`src/rtl/load_store_unit_pkg.sv`:
```
// Shared types and encodings for the RV32I load/store unit.
package load_store_unit_pkg;

  localparam int unsigned XLEN_W = 32;
  localparam int unsigned STRB_W = XLEN_W / 8;
  localparam int unsigned RD_W   = 5;

  localparam logic [2:0] F3_LB  = 3'b000;
  localparam logic [2:0] F3_LH  = 3'b001;
  localparam logic [2:0] F3_LW  = 3'b010;
  localparam logic [2:0] F3_LBU = 3'b100;
  localparam logic [2:0] F3_LHU = 3'b101;
  localparam logic [2:0] F3_SB  = 3'b000;
  localparam logic [2:0] F3_SH  = 3'b001;
  localparam logic [2:0] F3_SW  = 3'b010;

  localparam logic [1:0] EXC_LMIS = 2'd0;
  localparam logic [1:0] EXC_SMIS = 2'd1;
  localparam logic [1:0] EXC_ILL  = 2'd2;

  typedef enum logic [1:0] {
    LSU_IDLE = 2'd0,
    LSU_REQ  = 2'd1,
    LSU_WAIT = 2'd2
  } lsu_state_e;

  // Memory command held on the bus for the life of a request.
  typedef struct packed {
    logic              we;
    logic [XLEN_W-1:0] addr;
    logic [STRB_W-1:0] wstrb;
    logic [XLEN_W-1:0] wdata;
  } mem_cmd_t;

  // Load context needed to format the returning word.
  typedef struct packed {
    logic [1:0]      off;
    logic [2:0]      funct3;
    logic [RD_W-1:0] rd;
  } load_ctx_t;

endpackage

```
`src/rtl/load_store_unit_if.sv`:
```
// req/gnt/rvalid data-memory port; master = LSU, slave = memory.
interface load_store_unit_if
  import load_store_unit_pkg::*;
  ();

  logic              mem_req;
  logic              mem_we;
  logic [XLEN_W-1:0] mem_addr;
  logic [STRB_W-1:0] mem_wstrb;
  logic [XLEN_W-1:0] mem_wdata;
  logic              mem_gnt;
  logic              mem_rvalid;
  logic [XLEN_W-1:0] mem_rdata;

  modport master (
    output mem_req, mem_we, mem_addr, mem_wstrb, mem_wdata,
    input  mem_gnt, mem_rvalid, mem_rdata
  );

  modport slave (
    input  mem_req, mem_we, mem_addr, mem_wstrb, mem_wdata,
    output mem_gnt, mem_rvalid, mem_rdata
  );

endinterface

```
`src/rtl/load_store_unit_align.sv`:
```
// Combinational legality check, store lane/strobe steering and load extract/extend.
module load_store_unit_align
  import load_store_unit_pkg::*;
(
  input  logic              is_store,
  input  logic [2:0]        funct3,
  input  logic [1:0]        addr_lo,
  input  logic [XLEN_W-1:0] store_data,
  output logic              legal_c,
  output logic [1:0]        cause_c,
  output logic [STRB_W-1:0] wstrb_c,
  output logic [XLEN_W-1:0] wdata_c,
  input  logic [2:0]        ld_funct3,
  input  logic [1:0]        ld_off,
  input  logic [XLEN_W-1:0] ld_word,
  output logic [XLEN_W-1:0] ld_data_c
);

  logic              f3_ok;
  logic              aligned;
  logic [XLEN_W-1:0] shifted;

  // Size comes from funct3[1:0]; funct3[2] only selects unsigned loads.
  always_comb begin
    f3_ok   = 1'b0;
    aligned = 1'b0;
    if (is_store) begin
      f3_ok = (funct3 == F3_SB) || (funct3 == F3_SH) || (funct3 == F3_SW);
    end else begin
      f3_ok = (funct3 == F3_LB)  || (funct3 == F3_LH) || (funct3 == F3_LW) ||
              (funct3 == F3_LBU) || (funct3 == F3_LHU);
    end
    case (funct3[1:0])
      2'b00:   aligned = 1'b1;
      2'b01:   aligned = ~addr_lo[0];
      default: aligned = (addr_lo == 2'b00);
    endcase
    legal_c = f3_ok & aligned;
    if (!f3_ok) begin
      cause_c = EXC_ILL;
    end else begin
      cause_c = is_store ? EXC_SMIS : EXC_LMIS;
    end
  end

  always_comb begin
    wdata_c = store_data;
    wstrb_c = '1;
    case (funct3[1:0])
      2'b00: begin
        wdata_c = {4{store_data[7:0]}};
        wstrb_c = STRB_W'(4'b0001 << addr_lo);
      end
      2'b01: begin
        wdata_c = {2{store_data[15:0]}};
        wstrb_c = STRB_W'(4'b0011 << addr_lo);
      end
      default: begin
        wdata_c = store_data;
        wstrb_c = '1;
      end
    endcase
  end

  always_comb begin
    shifted   = ld_word >> {ld_off, 3'b000};
    ld_data_c = shifted;
    case (ld_funct3)
      F3_LB:   ld_data_c = {{24{shifted[7]}}, shifted[7:0]};
      F3_LH:   ld_data_c = {{16{shifted[15]}}, shifted[15:0]};
      F3_LBU:  ld_data_c = {24'd0, shifted[7:0]};
      F3_LHU:  ld_data_c = {16'd0, shifted[15:0]};
      default: ld_data_c = shifted;
    endcase
  end

endmodule

```
`src/rtl/load_store_unit.sv`:
```
// RV32I memory stage: accepts one load/store per handshake, drives the data-memory
// port, and returns formatted load data or a misalignment/illegal exception.
module load_store_unit
  import load_store_unit_pkg::*;
#(
  parameter int unsigned     XLEN       = 32,
  parameter logic [XLEN-1:0] RESET_ADDR = 32'h0000_0000
) (
  input  logic              clk,
  input  logic              rst_n,
  input  logic              ex_valid,
  output logic              ex_ready,
  input  logic              ex_is_store,
  input  logic [2:0]        ex_funct3,
  input  logic [XLEN-1:0]   ex_addr,
  input  logic [XLEN-1:0]   ex_wdata,
  input  logic [RD_W-1:0]   ex_rd,
  input  logic              flush,
  load_store_unit_if.master mem,
  output logic              wb_valid,
  output logic [RD_W-1:0]   wb_rd,
  output logic [XLEN-1:0]   wb_data,
  output logic              busy,
  output logic              exc_valid,
  output logic [1:0]        exc_cause,
  output logic [XLEN-1:0]   exc_addr
);

  lsu_state_e state_q, state_d;

  mem_cmd_t          cmd_q, cmd_d;
  load_ctx_t         ctx_q, ctx_d;
  logic              req_q, req_d;
  logic              kill_q, kill_d;
  logic              wb_valid_q, wb_valid_d;
  logic [RD_W-1:0]   wb_rd_q, wb_rd_d;
  logic [XLEN-1:0]   wb_data_q, wb_data_d;
  logic              exc_valid_q, exc_valid_d;
  logic [1:0]        exc_cause_q, exc_cause_d;
  logic [XLEN-1:0]   exc_addr_q, exc_addr_d;

  logic              accept_c;
  logic              legal_c;
  logic [1:0]        cause_c;
  logic [STRB_W-1:0] wstrb_c;
  logic [XLEN-1:0]   wdata_c;
  logic [XLEN-1:0]   ld_data_c;
  logic              gnt_c;
  logic              load_done_c;

  load_store_unit_align u_align (
    .is_store   (ex_is_store),
    .funct3     (ex_funct3),
    .addr_lo    (ex_addr[1:0]),
    .store_data (ex_wdata),
    .legal_c    (legal_c),
    .cause_c    (cause_c),
    .wstrb_c    (wstrb_c),
    .wdata_c    (wdata_c),
    .ld_funct3  (ctx_q.funct3),
    .ld_off     (ctx_q.off),
    .ld_word    (mem.mem_rdata),
    .ld_data_c  (ld_data_c)
  );

  assign ex_ready    = (state_q == LSU_IDLE);
  assign accept_c    = ex_valid & ex_ready & ~flush;
  assign busy        = (state_q != LSU_IDLE) | (accept_c & legal_c);
  assign gnt_c       = (state_q == LSU_REQ) & mem.mem_gnt;
  // rvalid counts only once the request has been granted (same cycle or later).
  assign load_done_c = ~cmd_q.we & mem.mem_rvalid & (gnt_c | (state_q == LSU_WAIT));

  always_ff @(posedge clk or negedge rst_n) begin
    if (!rst_n) begin
      state_q <= LSU_IDLE;
    end else begin
      state_q <= state_d;
    end
  end

  always_comb begin
    state_d = state_q;
    case (state_q)
      LSU_IDLE: if (accept_c && legal_c) state_d = LSU_REQ;
      LSU_REQ: begin
        if (mem.mem_gnt) begin
          if (cmd_q.we || mem.mem_rvalid) state_d = LSU_IDLE;
          else                            state_d = LSU_WAIT;
        end
      end
      LSU_WAIT: if (mem.mem_rvalid) state_d = LSU_IDLE;
      default:  state_d = LSU_IDLE;
    endcase
  end

  always_comb begin
    req_d       = req_q;
    cmd_d       = cmd_q;
    ctx_d       = ctx_q;
    kill_d      = kill_q;
    wb_valid_d  = 1'b0;
    wb_rd_d     = wb_rd_q;
    wb_data_d   = wb_data_q;
    exc_valid_d = 1'b0;
    exc_cause_d = exc_cause_q;
    exc_addr_d  = exc_addr_q;

    if (accept_c) begin
      if (legal_c) begin
        req_d = 1'b1;
        cmd_d = '{we:    ex_is_store,
                  addr:  {ex_addr[XLEN-1:2], 2'b00},
                  wstrb: wstrb_c,
                  wdata: wdata_c};
        ctx_d = '{off: ex_addr[1:0], funct3: ex_funct3, rd: ex_rd};
      end else begin
        exc_valid_d = 1'b1;
        exc_cause_d = cause_c;
        exc_addr_d  = ex_addr;
      end
    end

    if (gnt_c) req_d = 1'b0;

    if (load_done_c && !kill_q && !flush) begin
      wb_valid_d = 1'b1;
      wb_rd_d    = ctx_q.rd;
      wb_data_d  = ld_data_c;
    end

    // A flushed op still finishes its bus handshake but never writes back.
    if ((state_q != LSU_IDLE) && flush) kill_d = 1'b1;
    if (state_d == LSU_IDLE)            kill_d = 1'b0;
  end

  always_ff @(posedge clk or negedge rst_n) begin
    if (!rst_n) begin
      req_q       <= 1'b0;
      cmd_q       <= '{we: 1'b0, addr: RESET_ADDR, wstrb: '0, wdata: '0};
      ctx_q       <= '0;
      kill_q      <= 1'b0;
      wb_valid_q  <= 1'b0;
      wb_rd_q     <= '0;
      wb_data_q   <= '0;
      exc_valid_q <= 1'b0;
      exc_cause_q <= '0;
      exc_addr_q  <= RESET_ADDR;
    end else begin
      req_q       <= req_d;
      cmd_q       <= cmd_d;
      ctx_q       <= ctx_d;
      kill_q      <= kill_d;
      wb_valid_q  <= wb_valid_d;
      wb_rd_q     <= wb_rd_d;
      wb_data_q   <= wb_data_d;
      exc_valid_q <= exc_valid_d;
      exc_cause_q <= exc_cause_d;
      exc_addr_q  <= exc_addr_d;
    end
  end

  assign mem.mem_req   = req_q;
  assign mem.mem_we    = cmd_q.we;
  assign mem.mem_addr  = cmd_q.addr;
  assign mem.mem_wstrb = cmd_q.wstrb;
  assign mem.mem_wdata = cmd_q.wdata;
  assign wb_valid      = wb_valid_q;
  assign wb_rd         = wb_rd_q;
  assign wb_data       = wb_data_q;
  assign exc_valid     = exc_valid_q;
  assign exc_cause     = exc_cause_q;
  assign exc_addr      = exc_addr_q;

endmodule
```
`src/flat_wrapper.sv`:
```
// flat-port wrapper written by rule: the top's interface ports become plain ports
module load_store_unit_flat import load_store_unit_pkg::*;
#(
  parameter int unsigned     XLEN       = 32,
  parameter logic [XLEN-1:0] RESET_ADDR = 32'h0000_0000
)
  (clk, rst_n, ex_valid, ex_ready, ex_is_store, ex_funct3, ex_addr, ex_wdata, ex_rd, flush, wb_valid, wb_rd, wb_data, busy, exc_valid, exc_cause, exc_addr, mem_mem_req, mem_mem_we, mem_mem_addr, mem_mem_wstrb, mem_mem_wdata, mem_mem_gnt, mem_mem_rvalid, mem_mem_rdata);
  load_store_unit_if mem_i ();
  input  logic clk;
  input  logic rst_n;
  input  logic ex_valid;
  output logic ex_ready;
  input  logic ex_is_store;
  input  logic [2:0] ex_funct3;
  input  logic [XLEN-1:0] ex_addr;
  input  logic [XLEN-1:0] ex_wdata;
  input  logic [RD_W-1:0] ex_rd;
  input  logic flush;
  output logic wb_valid;
  output logic [RD_W-1:0] wb_rd;
  output logic [XLEN-1:0] wb_data;
  output logic busy;
  output logic exc_valid;
  output logic [1:0] exc_cause;
  output logic [XLEN-1:0] exc_addr;
  output wire logic [$bits(mem_i.mem_req)-1:0] mem_mem_req;
  output wire logic [$bits(mem_i.mem_we)-1:0] mem_mem_we;
  output wire logic [$bits(mem_i.mem_addr)-1:0] mem_mem_addr;
  output wire logic [$bits(mem_i.mem_wstrb)-1:0] mem_mem_wstrb;
  output wire logic [$bits(mem_i.mem_wdata)-1:0] mem_mem_wdata;
  input wire logic [$bits(mem_i.mem_gnt)-1:0] mem_mem_gnt;
  input wire logic [$bits(mem_i.mem_rvalid)-1:0] mem_mem_rvalid;
  input wire logic [$bits(mem_i.mem_rdata)-1:0] mem_mem_rdata;
  assign mem_mem_req = mem_i.mem_req;
  assign mem_mem_we = mem_i.mem_we;
  assign mem_mem_addr = mem_i.mem_addr;
  assign mem_mem_wstrb = mem_i.mem_wstrb;
  assign mem_mem_wdata = mem_i.mem_wdata;
  assign mem_i.mem_gnt = mem_mem_gnt;
  assign mem_i.mem_rvalid = mem_mem_rvalid;
  assign mem_i.mem_rdata = mem_mem_rdata;
  load_store_unit #(.XLEN(XLEN), .RESET_ADDR(RESET_ADDR)) u_core (.clk(clk), .rst_n(rst_n), .ex_valid(ex_valid), .ex_ready(ex_ready), .ex_is_store(ex_is_store), .ex_funct3(ex_funct3), .ex_addr(ex_addr), .ex_wdata(ex_wdata), .ex_rd(ex_rd), .flush(flush), .mem(mem_i), .wb_valid(wb_valid), .wb_rd(wb_rd), .wb_data(wb_data), .busy(busy), .exc_valid(exc_valid), .exc_cause(exc_cause), .exc_addr(exc_addr));
endmodule
```
`config.mk`:
```
export PLATFORM = sky130hd
export DESIGN_NAME = load_store_unit_flat
export DESIGN_NICKNAME = d
export VERILOG_FILES = /design/src/rtl/load_store_unit_pkg.sv /design/src/rtl/load_store_unit_if.sv /design/src/rtl/load_store_unit_align.sv /design/src/rtl/load_store_unit.sv /design/src/flat_wrapper.sv
export SDC_FILE = /design/constraint.sdc
export NUM_CORES = 1
export LEC_CHECK = 0
export CORE_MARGIN = 3
export CORE_UTILIZATION = 48
export CTS_BUF_LIST = sky130_fd_sc_hd__clkbuf_16
export CTS_CLUSTER_SIZE = 25
export DETAILED_ROUTE_END_ITERATION = 12
export PLACE_DENSITY = 0.86
export SYNTH_ARGS = -nofsm -noshare
export SYNTH_HDL_FRONTEND = slang
export SYNTH_SLANG_ARGS = --single-unit
```
`constraint.sdc`:
```
create_clock -name clk -period 3.58 [get_ports clk]
set_clock_uncertainty 0.05 [all_clocks]
set_input_delay 0.716 -clock clk [delete_from_list [all_inputs] [get_ports clk]]
set_output_delay 0.716 -clock clk [all_outputs]
set_load 0.01 [all_outputs]
```
# [Word level (Yosys, flattened, before mapping)]
# Index checks and enable logic that the tools add are counted.
[op_classes] n_mul=0 shift=3 div=0 reduce_logical=24 add_sub_neg=0 mux=20 eq_ne=10 n_lt_le_gt_ge=0 n_bitwise=13
[op_table] cell="$pmux W32 S4" count=1
[op_table] cell="$pmux W32 S2" count=1
[op_table] cell="$shr A32 B5 Y32" count=1
[op_table] cell="$eq A3 B3 Y1 const B" count=4
[op_table] cell="$mux W1" count=10
[op_table] cell="$mux W2" count=5
[op_table] cell="$logic_not A2 Y1" count=4
[op_table] cell="$pmux W4 S2" count=1
[op_table] cell="$reduce_bool A2 Y1" count=4
[op_table] cell="$and A1 B1 Y1" count=7
[op_table] cell="$eq A3 B1 Y1 const B" count=2
[op_table] cell="$logic_not A3 Y1" count=2
[op_table] cell="$pmux W2 S3" count=1
[op_table] cell="$reduce_and A2 Y1" count=3
[op_table] cell="$logic_or A1 B1 Y1" count=5
[op_table] cell="$eq A2 B1 Y1 const B" count=2
[op_table] cell="$logic_and A1 B1 Y1" count=4
[op_table] cell="$not A1 Y1" count=4
[op_table] cell="$shl A1 B2 Y4 const A" count=1
[op_table] cell="$shl A2 B2 Y4 const A" count=1
[op_table] cell="$eq A3 B2 Y1 const B" count=1
[op_table] cell="$eq A2 B2 Y1 const B" count=1
[op_table] cell="$logic_not A1 Y1" count=2
[op_table] cell="$or A1 B1 Y1" count=2
[op_table] cell="$pmux W1 S2" count=1
[word_totals] latch_bits=0 ram_bits=0 wordCells=86 reg_bits=154 n_memories=0 out_inout_bits=145 romBits=0 input_bits=111

# [Logic depth before layout (Yosys ltp)]
# Gate-level depths: netlist (run 1).
[logic_depth] depth_word=12 mapped_depth=8 depth_no_buf=4

# [Cells and area by module]
# Synthesis (run 1) repeated with hierarchy kept, for this count alone.
[hier_totals] cells_unflattened=519 area_unflattened_um2=7153.1
[modules_own_cells] module="load_store_unit" cells_per_inst=341 instances=1 seq_area_each_um2=3853.7 area_per_inst_um2=5944.5
[modules_own_cells] module="load_store_unit_align" cells_per_inst=178 instances=1 seq_area_each_um2=0.0 area_per_inst_um2=1208.7

# [Worst setup path before layout (run 1)]
# OpenSTA, ideal clock, no wires.
[synth_path] path_kind="input to output" startpoint="in ex_funct3[0]" endpoint="out busy" setup_slack_ns=0.942 required_time_ns=2.814 n_path_buf=4 arrival_ns=1.872 path_stages=7 path_cell_list="buf_6 -> nor4_4 -> o21ai_1 -> buf_4 -> buf_6 -> buf_2 -> nand2_1"
[synth_via] elab_chain_len=9
[synth_lines] element="start, declared" line="flat_wrapper.sv:14" source="input logic [2:0] ex_funct3;"
[synth_lines] element="$eq A3 B1 Y1 / $logic_not A3 Y1 (equally long branches)" line="load_store_unit_align.sv:28, load_store_unit_align.sv:30"
[synth_lines] element="$logic_or A1 B1 Y1 (2 in series)" line="load_store_unit_align.sv:28, load_store_unit_align.sv:30"
[synth_lines] element="$logic_or A1 B1 Y1" line="load_store_unit_align.sv:30" source="f3_ok = (funct3 == F3_LB) || (funct3 == F3_LH) || (funct3 == F3_LW) ||"
[synth_lines] element="$logic_or A1 B1 Y1" line="load_store_unit_align.sv:31" source="(funct3 == F3_LBU) || (funct3 == F3_LHU);"
[synth_lines] element="$mux W1" line="load_store_unit_align.sv:27" source="if (is_store) begin"
[synth_lines] element="$and A1 B1 Y1 *" line="load_store_unit_align.sv:38" source="legal_c = f3_ok & aligned;"
[synth_lines] element="$and A1 B1 Y1 *" line="load_store_unit.sv:68" source="assign busy = (state_q != LSU_IDLE) | (accept_c & legal_c);"
[synth_lines] element="$or A1 B1 Y1 *" line="load_store_unit.sv:68"
[synth_lines] element="end, declared" line="flat_wrapper.sv:22" source="output logic busy;"
# Mark *: on every way between the ends. The rest lies on a longest branch, timed or not.

# [Worst setup path after layout (run 1)]
# Ends and elaborated chain as after synthesis.

==> reports/qor.yml, run 1 <==
root_buffer: "clkbuf_16"
drt-total-wl_mm: 20.8
grt_max_degree: 110
grt_usage: 0.264
timing.max_cap.violations: 0
synthToLayoutAreaGrowth_pct: 46.7
leakagePower_nw: 4.33
crit_buf_inv: 2
sequentialPowerShare: 0.382
yosysWarningCount: 0
critPathLaunchType: "input port"
synth_seq_area_share: 0.564
hold_viol_final: 0
routed_via_density: 5.43
endpoint_kind: "output port"
postSynthCellCount: 552
wl_per_cell_um: 21.0
overflow: 0
multi_input_area_um2: 2710
detail-route-antenna-nets: 0
fill_cells: 907
p_per_area_nw_per_um2: 708
cts_sinks: 154
crit_family: "buffers and inverters"
vias: 5360
ys_types: 39
ctsResizeCount: 0
num_io_pins: 256
setup_viol: 0
nets: 909
ys_ff_latch: 154
core_um2: 13600
cp_max_fo: 6
netSwitchingFraction: 0.299
drc_errors: 0
antenna_cells: 0
timing.setup.tns_ns: 0
tightest_slew_ns: 1.17
gp_congestion: 0.913
final_cell_mix: "clkdlybuf4s50_1, dfrtp_1, mux2_2, nor2_1, nand2_1"
cts_hold_buf: 0
cts_tree: "yes"
die_h_um: 125
grt_pass1_wl_mm: 32.5
drt_iter0_drc: 390
cts_buffer_depth: 2
layout-drive-gt1-share: 0.170
antenna_found_initial: 1
critPathMaxStageDelay_ns: 0.58
die_area_um2: 15700
hold_ws_ns: 0.267
start_util: 0.504
dp_hpwl_mm: 15.3
min_period_ns: 3.28
p_switching_mw: 2.13
die_w_um: 125
critPathSlowestCell: "clkdlybuf4s50_1"
clock.fmax_mhz: 305
power_frac_comb: 0.363
final_common_cell: "clkdlybuf4s50_1"
status: "finished, final reports clean"
final-seq-area_um2: 3850
num_rows: 42
instances_no_fill: 987
max_slew_margin: 0.220
syn_area_um2: 6840
synth_top_area_share: 0.564
post-route-util: 0.740
synth.avg_cell_area_um2: 12.4
required_ns: 2.81
place_inst: 955
cp_common_cell: "clkdlybuf4s50_1"
numCtsBuffers: 17
power_frac_clock: 0.256
stdcell_area_um2: 10000
final-max-slew-violation-count: 0
yosys.area.top_type: "dfrtp_1"
clk_pin_slew_ns: 0.06
vdd_ir_drop_max_v: 0.000454
crit_path_cell_trace: "clkdlybuf4s50_1, nor4_4, o21ai_4, nand2_1, clkdlybuf4s50_1"
cts.htree.levels: 4
fin_crit_sh: 0.917
io_buffers: 253
firstDrtPassIters: 5
first_global_vias: 5849
post_dp_cell_area_um2: 9430
cp_data_arrival_time_ns: 2.52
clock_latency_ns: 0.41
min_path_type: "in2async"
rsz0062_at_grt: "no"
netlist_top_cells_area: "dfrtp_1, mux2_2, mux2i_1"
intPower_mw: 4.98
power_mw: 7.10
setup_ws_ns: 0.296
pre_cts_ws_ns: 0.195
postCtsSetupBuffers: 0
path_class: "in2out"
==> worst register-to-register path, cell delays in order (launching register included) <==
cell and delay [ns]:
dfrtp_1 1.04, mux4_2 0.44, nand2_1 0.11, and2_1 0.49
a31oi_1 0.16
==> synth_stat cells, drive strengths merged <==
master	n
mux2i	40
o22a	10
mux4	1
or4b	1
or2	2
nor2	50
nor4	1
nand3b	2
o211ai	2
clkbuf	11
nor3b	1
nand2b	4
a21o	2
a21boi	1
buf	28
a211oi	8
nand2	41
and2	8
a31oi	8
nor3	1
inv	4
nor4b	1
o21ai	39
dfrtp	154
a221oi	1
a21oi	26
nor2b	10
mux2	93
conb	1
o21a	1
==> sequential cells by signal, summed over array words and instances, names as in the netlist <==
name,count
u_core.mem.mem_we,1
u_core.exc_valid,1
u_core.exc_cause,2
u_core.mem.mem_addr,30
u_core.mem.mem_req,1
u_core.wb_rd,5
u_core.kill_q,1
u_core.mem.mem_wdata,32
u_core.ctx_q,10
u_core.wb_data,32
u_core.wb_valid,1
u_core.state_q,2
u_core.exc_addr,32
u_core.mem.mem_wstrb,4
==> metal layers <==
layer	share of wire	GRT usage	wire length, um
met1	0.38	0.301	7810
met2	0.49	0.441	10200
met3	0.10	0.114	2130
met4	0.028	0.105	578
met5	0.00039	0	8
==> layout make-up <==
class	instances	area share
clock buffer	17	0.0424
clock inverter	15	0.0168
inverter	4	0.00150
multi-input combinational	356	0.270
sequential	154	0.384
tap	176	0.0220
timing repair buffer	265	0.263
==> power groups by stage <==
stage                     combinational [mW]  sequential, mW  clock (mW)
final                                   2.58            2.71        1.82
after global routing                    2.75            2.77        1.92
after CTS                               2.60            2.71        1.84
after detailed placement                2.58            2.73           0
after global placement                  2.52            2.67           0
after floorplan                        0.828            2.88           0
==> worst paths after layout <==
path                                     startpoint                       end  slack [ns]  cells past startpoint
min                                           rst_n  u_core.mem.mem_wdata[23]        0.27                      1
max reg2reg                         u_core.ctx_q[9]        u_core.wb_data[27]        1.13                      4
max                                    ex_funct3[0]                      busy        0.30                      5
min in group clk           u_core.mem.mem_wdata[14]  u_core.mem.mem_wdata[14]        0.44                      2
min reg2reg                u_core.mem.mem_wdata[14]  u_core.mem.mem_wdata[14]        0.44                      2
max in group asynchronous                     rst_n        u_core.wb_data[22]        2.38                      2
==> kinds of logic (layout without fill, tap and decap cells) <==
| group | after synthesis | in the layout | synth area share |
|---|---|---|---|
| buffers and inverters | 43 | 301 | 0.0423 |
| other | 1 | 2 | 0.000549 |
| multiplexers | 134 | 134 | 0.219 |
| flip-flops | 154 | 154 | 0.564 |
| AND/OR/NAND/NOR | 122 | 122 | 0.0862 |
| AO/OA/AOI/OAI | 98 | 98 | 0.0877 |
(Power assumes the default switching activity.)
==> inputs of run 2 (changes only) <==
--- a/config.mk
+++ b/config.mk
@@ -11,6 +11,7 @@
 export CTS_CLUSTER_SIZE = 25
 export DETAILED_ROUTE_END_ITERATION = 12
 export PLACE_DENSITY = 0.86
+export SLEW_MARGIN = 20
 export SYNTH_ARGS = -nofsm -noshare
 export SYNTH_HDL_FRONTEND = slang
 export SYNTH_SLANG_ARGS = --single-unit
==> reports/qor.yml, run 2 (same netlist as run 1, synthesis figures left out) <==
layout-drive-gt1-share: 0.170  # unchanged
io_buffers: 253  # unchanged
antenna_cells: 0  # unchanged
grt_max_degree: 110  # unchanged
final-max-slew-violation-count: 0  # unchanged
vias: 5372  # was 5360
min_path_type: "in2async"  # unchanged
final_common_cell: "clkdlybuf4s50_1"  # unchanged
leakagePower_nw: 4.33  # about the same
die_w_um: 125  # unchanged
grt_usage: 0.264  # unchanged
setup_viol: 0  # unchanged
rsz0062_at_grt: "no"  # unchanged
max_slew_margin: 0.293  # was 0.220
cts_tree: "yes"  # unchanged
antenna_found_initial: 1  # unchanged
cp_common_cell: "clkdlybuf4s50_1"  # unchanged
nets: 909  # unchanged
fin_crit_sh: 0.920  # was 0.917
crit_buf_inv: 2  # unchanged
die_area_um2: 15700  # unchanged
num_rows: 42  # unchanged
die_h_um: 125  # unchanged
detail-route-antenna-nets: 0  # unchanged
final_cell_mix: "clkdlybuf4s50_1, dfrtp_1, mux2_2, nor2_1, nand2_1"  # unchanged
start_util: 0.504  # unchanged
root_buffer: "clkbuf_16"  # unchanged
cts.htree.levels: 4  # unchanged
hold_viol_final: 0  # unchanged
post_dp_cell_area_um2: 9430  # unchanged
min_period_ns: 3.29  # was 3.28 ns
wl_per_cell_um: 21.0  # about the same
postCtsSetupBuffers: 0  # unchanged
clock_latency_ns: 0.41  # about the same
required_ns: 2.81  # about the same
clock.fmax_mhz: 304  # was 305 MHz
crit_family: "buffers and inverters"  # unchanged
cts_sinks: 154  # unchanged
synthToLayoutAreaGrowth_pct: 46.8  # was 46.7%
vdd_ir_drop_max_v: 0.000454  # about the same
stdcell_area_um2: 10000  # about the same
routed_via_density: 5.44  # was 5.43
drc_errors: 0  # unchanged
firstDrtPassIters: 5  # unchanged
cts_buffer_depth: 2  # unchanged
drt-total-wl_mm: 20.8  # about the same
overflow: 0  # unchanged
drt_iter0_drc: 378  # was 390
cp_data_arrival_time_ns: 2.53  # was 2.52 ns
cts_hold_buf: 0  # unchanged
endpoint_kind: "output port"  # unchanged
cp_max_fo: 6  # unchanged
critPathMaxStageDelay_ns: 0.58  # about the same
critPathSlowestCell: "clkdlybuf4s50_1"  # unchanged
hold_ws_ns: 0.267  # about the same
p_per_area_nw_per_um2: 708  # about the same
grt_pass1_wl_mm: 32.5  # unchanged
ctsResizeCount: 0  # unchanged
gp_congestion: 0.913  # unchanged
timing.max_cap.violations: 0  # unchanged
first_global_vias: 5849  # unchanged
core_um2: 13600  # unchanged
num_io_pins: 256  # unchanged
timing.setup.tns_ns: 0  # unchanged
clk_pin_slew_ns: 0.06  # about the same
status: "finished, final reports clean"  # unchanged
crit_path_cell_trace: "clkdlybuf4s50_1, nor4_4, o21ai_4, nand2_1, clkdlybuf4s50_1"  # unchanged
tightest_slew_ns: 1.06  # was 1.17 ns
numCtsBuffers: 17  # unchanged
path_class: "in2out"  # unchanged
critPathLaunchType: "input port"  # unchanged
dp_hpwl_mm: 15.3  # unchanged
[run 2: final timing paths]
kind / cells past startpoint / end / slack, ns / from
min in group clk: 2 / u_core.mem.mem_wdata[14] / 0.44 / u_core.mem.mem_wdata[14]
max: 5 / busy / 0.29 / ex_funct3[0]
max reg2reg: 4 / u_core.wb_data[29] / 1.13 / u_core.ctx_q[9]
min: 1 / u_core.mem.mem_wdata[23] / 0.27 / rst_n
min reg2reg: 2 / u_core.mem.mem_wdata[14] / 0.44 / u_core.mem.mem_wdata[14]
max in group asynchronous: 2 / u_core.wb_data[28] / 2.37 / rst_n
[run 2: per-stage QoR]
| step | instances | utilization | setup WS, ns | power [mW] |
|---|---|---|---|---|
| 2_1_floorplan | 553 | - | 0.942 | 3.71 |
| 3_3_place_gp | 955 | 0.696 | 0.246 | 5.19 |
| 5_1_grt | 987 | 0.740 | 0.214 | 7.45 |
| 3_5_place_dp | 955 | 0.696 | 0.195 | 5.30 |
| 6_report | 987 | 0.740 | 0.287 | 7.10 |
| 4_1_cts | 987 | 0.740 | 0.299 | 7.15 |
[run 2: report_power, final]
part,switching (mW),internal (mW)
Combinational,1.06,1.52
Sequential,0.397,2.32
Clock,0.673,1.14
[run 2: layout make-up]
cell class	count	area (um^2)
Sequential cell	154	3850
Fill cell	907	3530
Multi-Input combinational cell	356	2710
Timing Repair Buffer	265	2640
Clock buffer	17	425
Tap cell	176	220
Clock inverter	15	169
Inverter	4	15.0
[run 2: routing by layer]
layer / track usage / share of wire
met5: 0 / 0.00039
met4: 0.105 / 0.028
met3: 0.114 / 0.10
met2: 0.441 / 0.49
met1: 0.301 / 0.38
==> inputs of run 3 (changes only) <==
--- a/config.mk
+++ b/config.mk
@@ -10,7 +10,9 @@
 export CTS_BUF_LIST = sky130_fd_sc_hd__clkbuf_16
 export CTS_CLUSTER_SIZE = 25
 export DETAILED_ROUTE_END_ITERATION = 12
+export HOLD_SLACK_MARGIN = 0.06
 export PLACE_DENSITY = 0.86
+export SKIP_CTS_REPAIR_TIMING = 1
 export SLEW_MARGIN = 20
 export SYNTH_ARGS = -nofsm -noshare
 export SYNTH_HDL_FRONTEND = slang
==> results of run 3 <==
Final layout, timing and power as in run 2 (identical DEF).
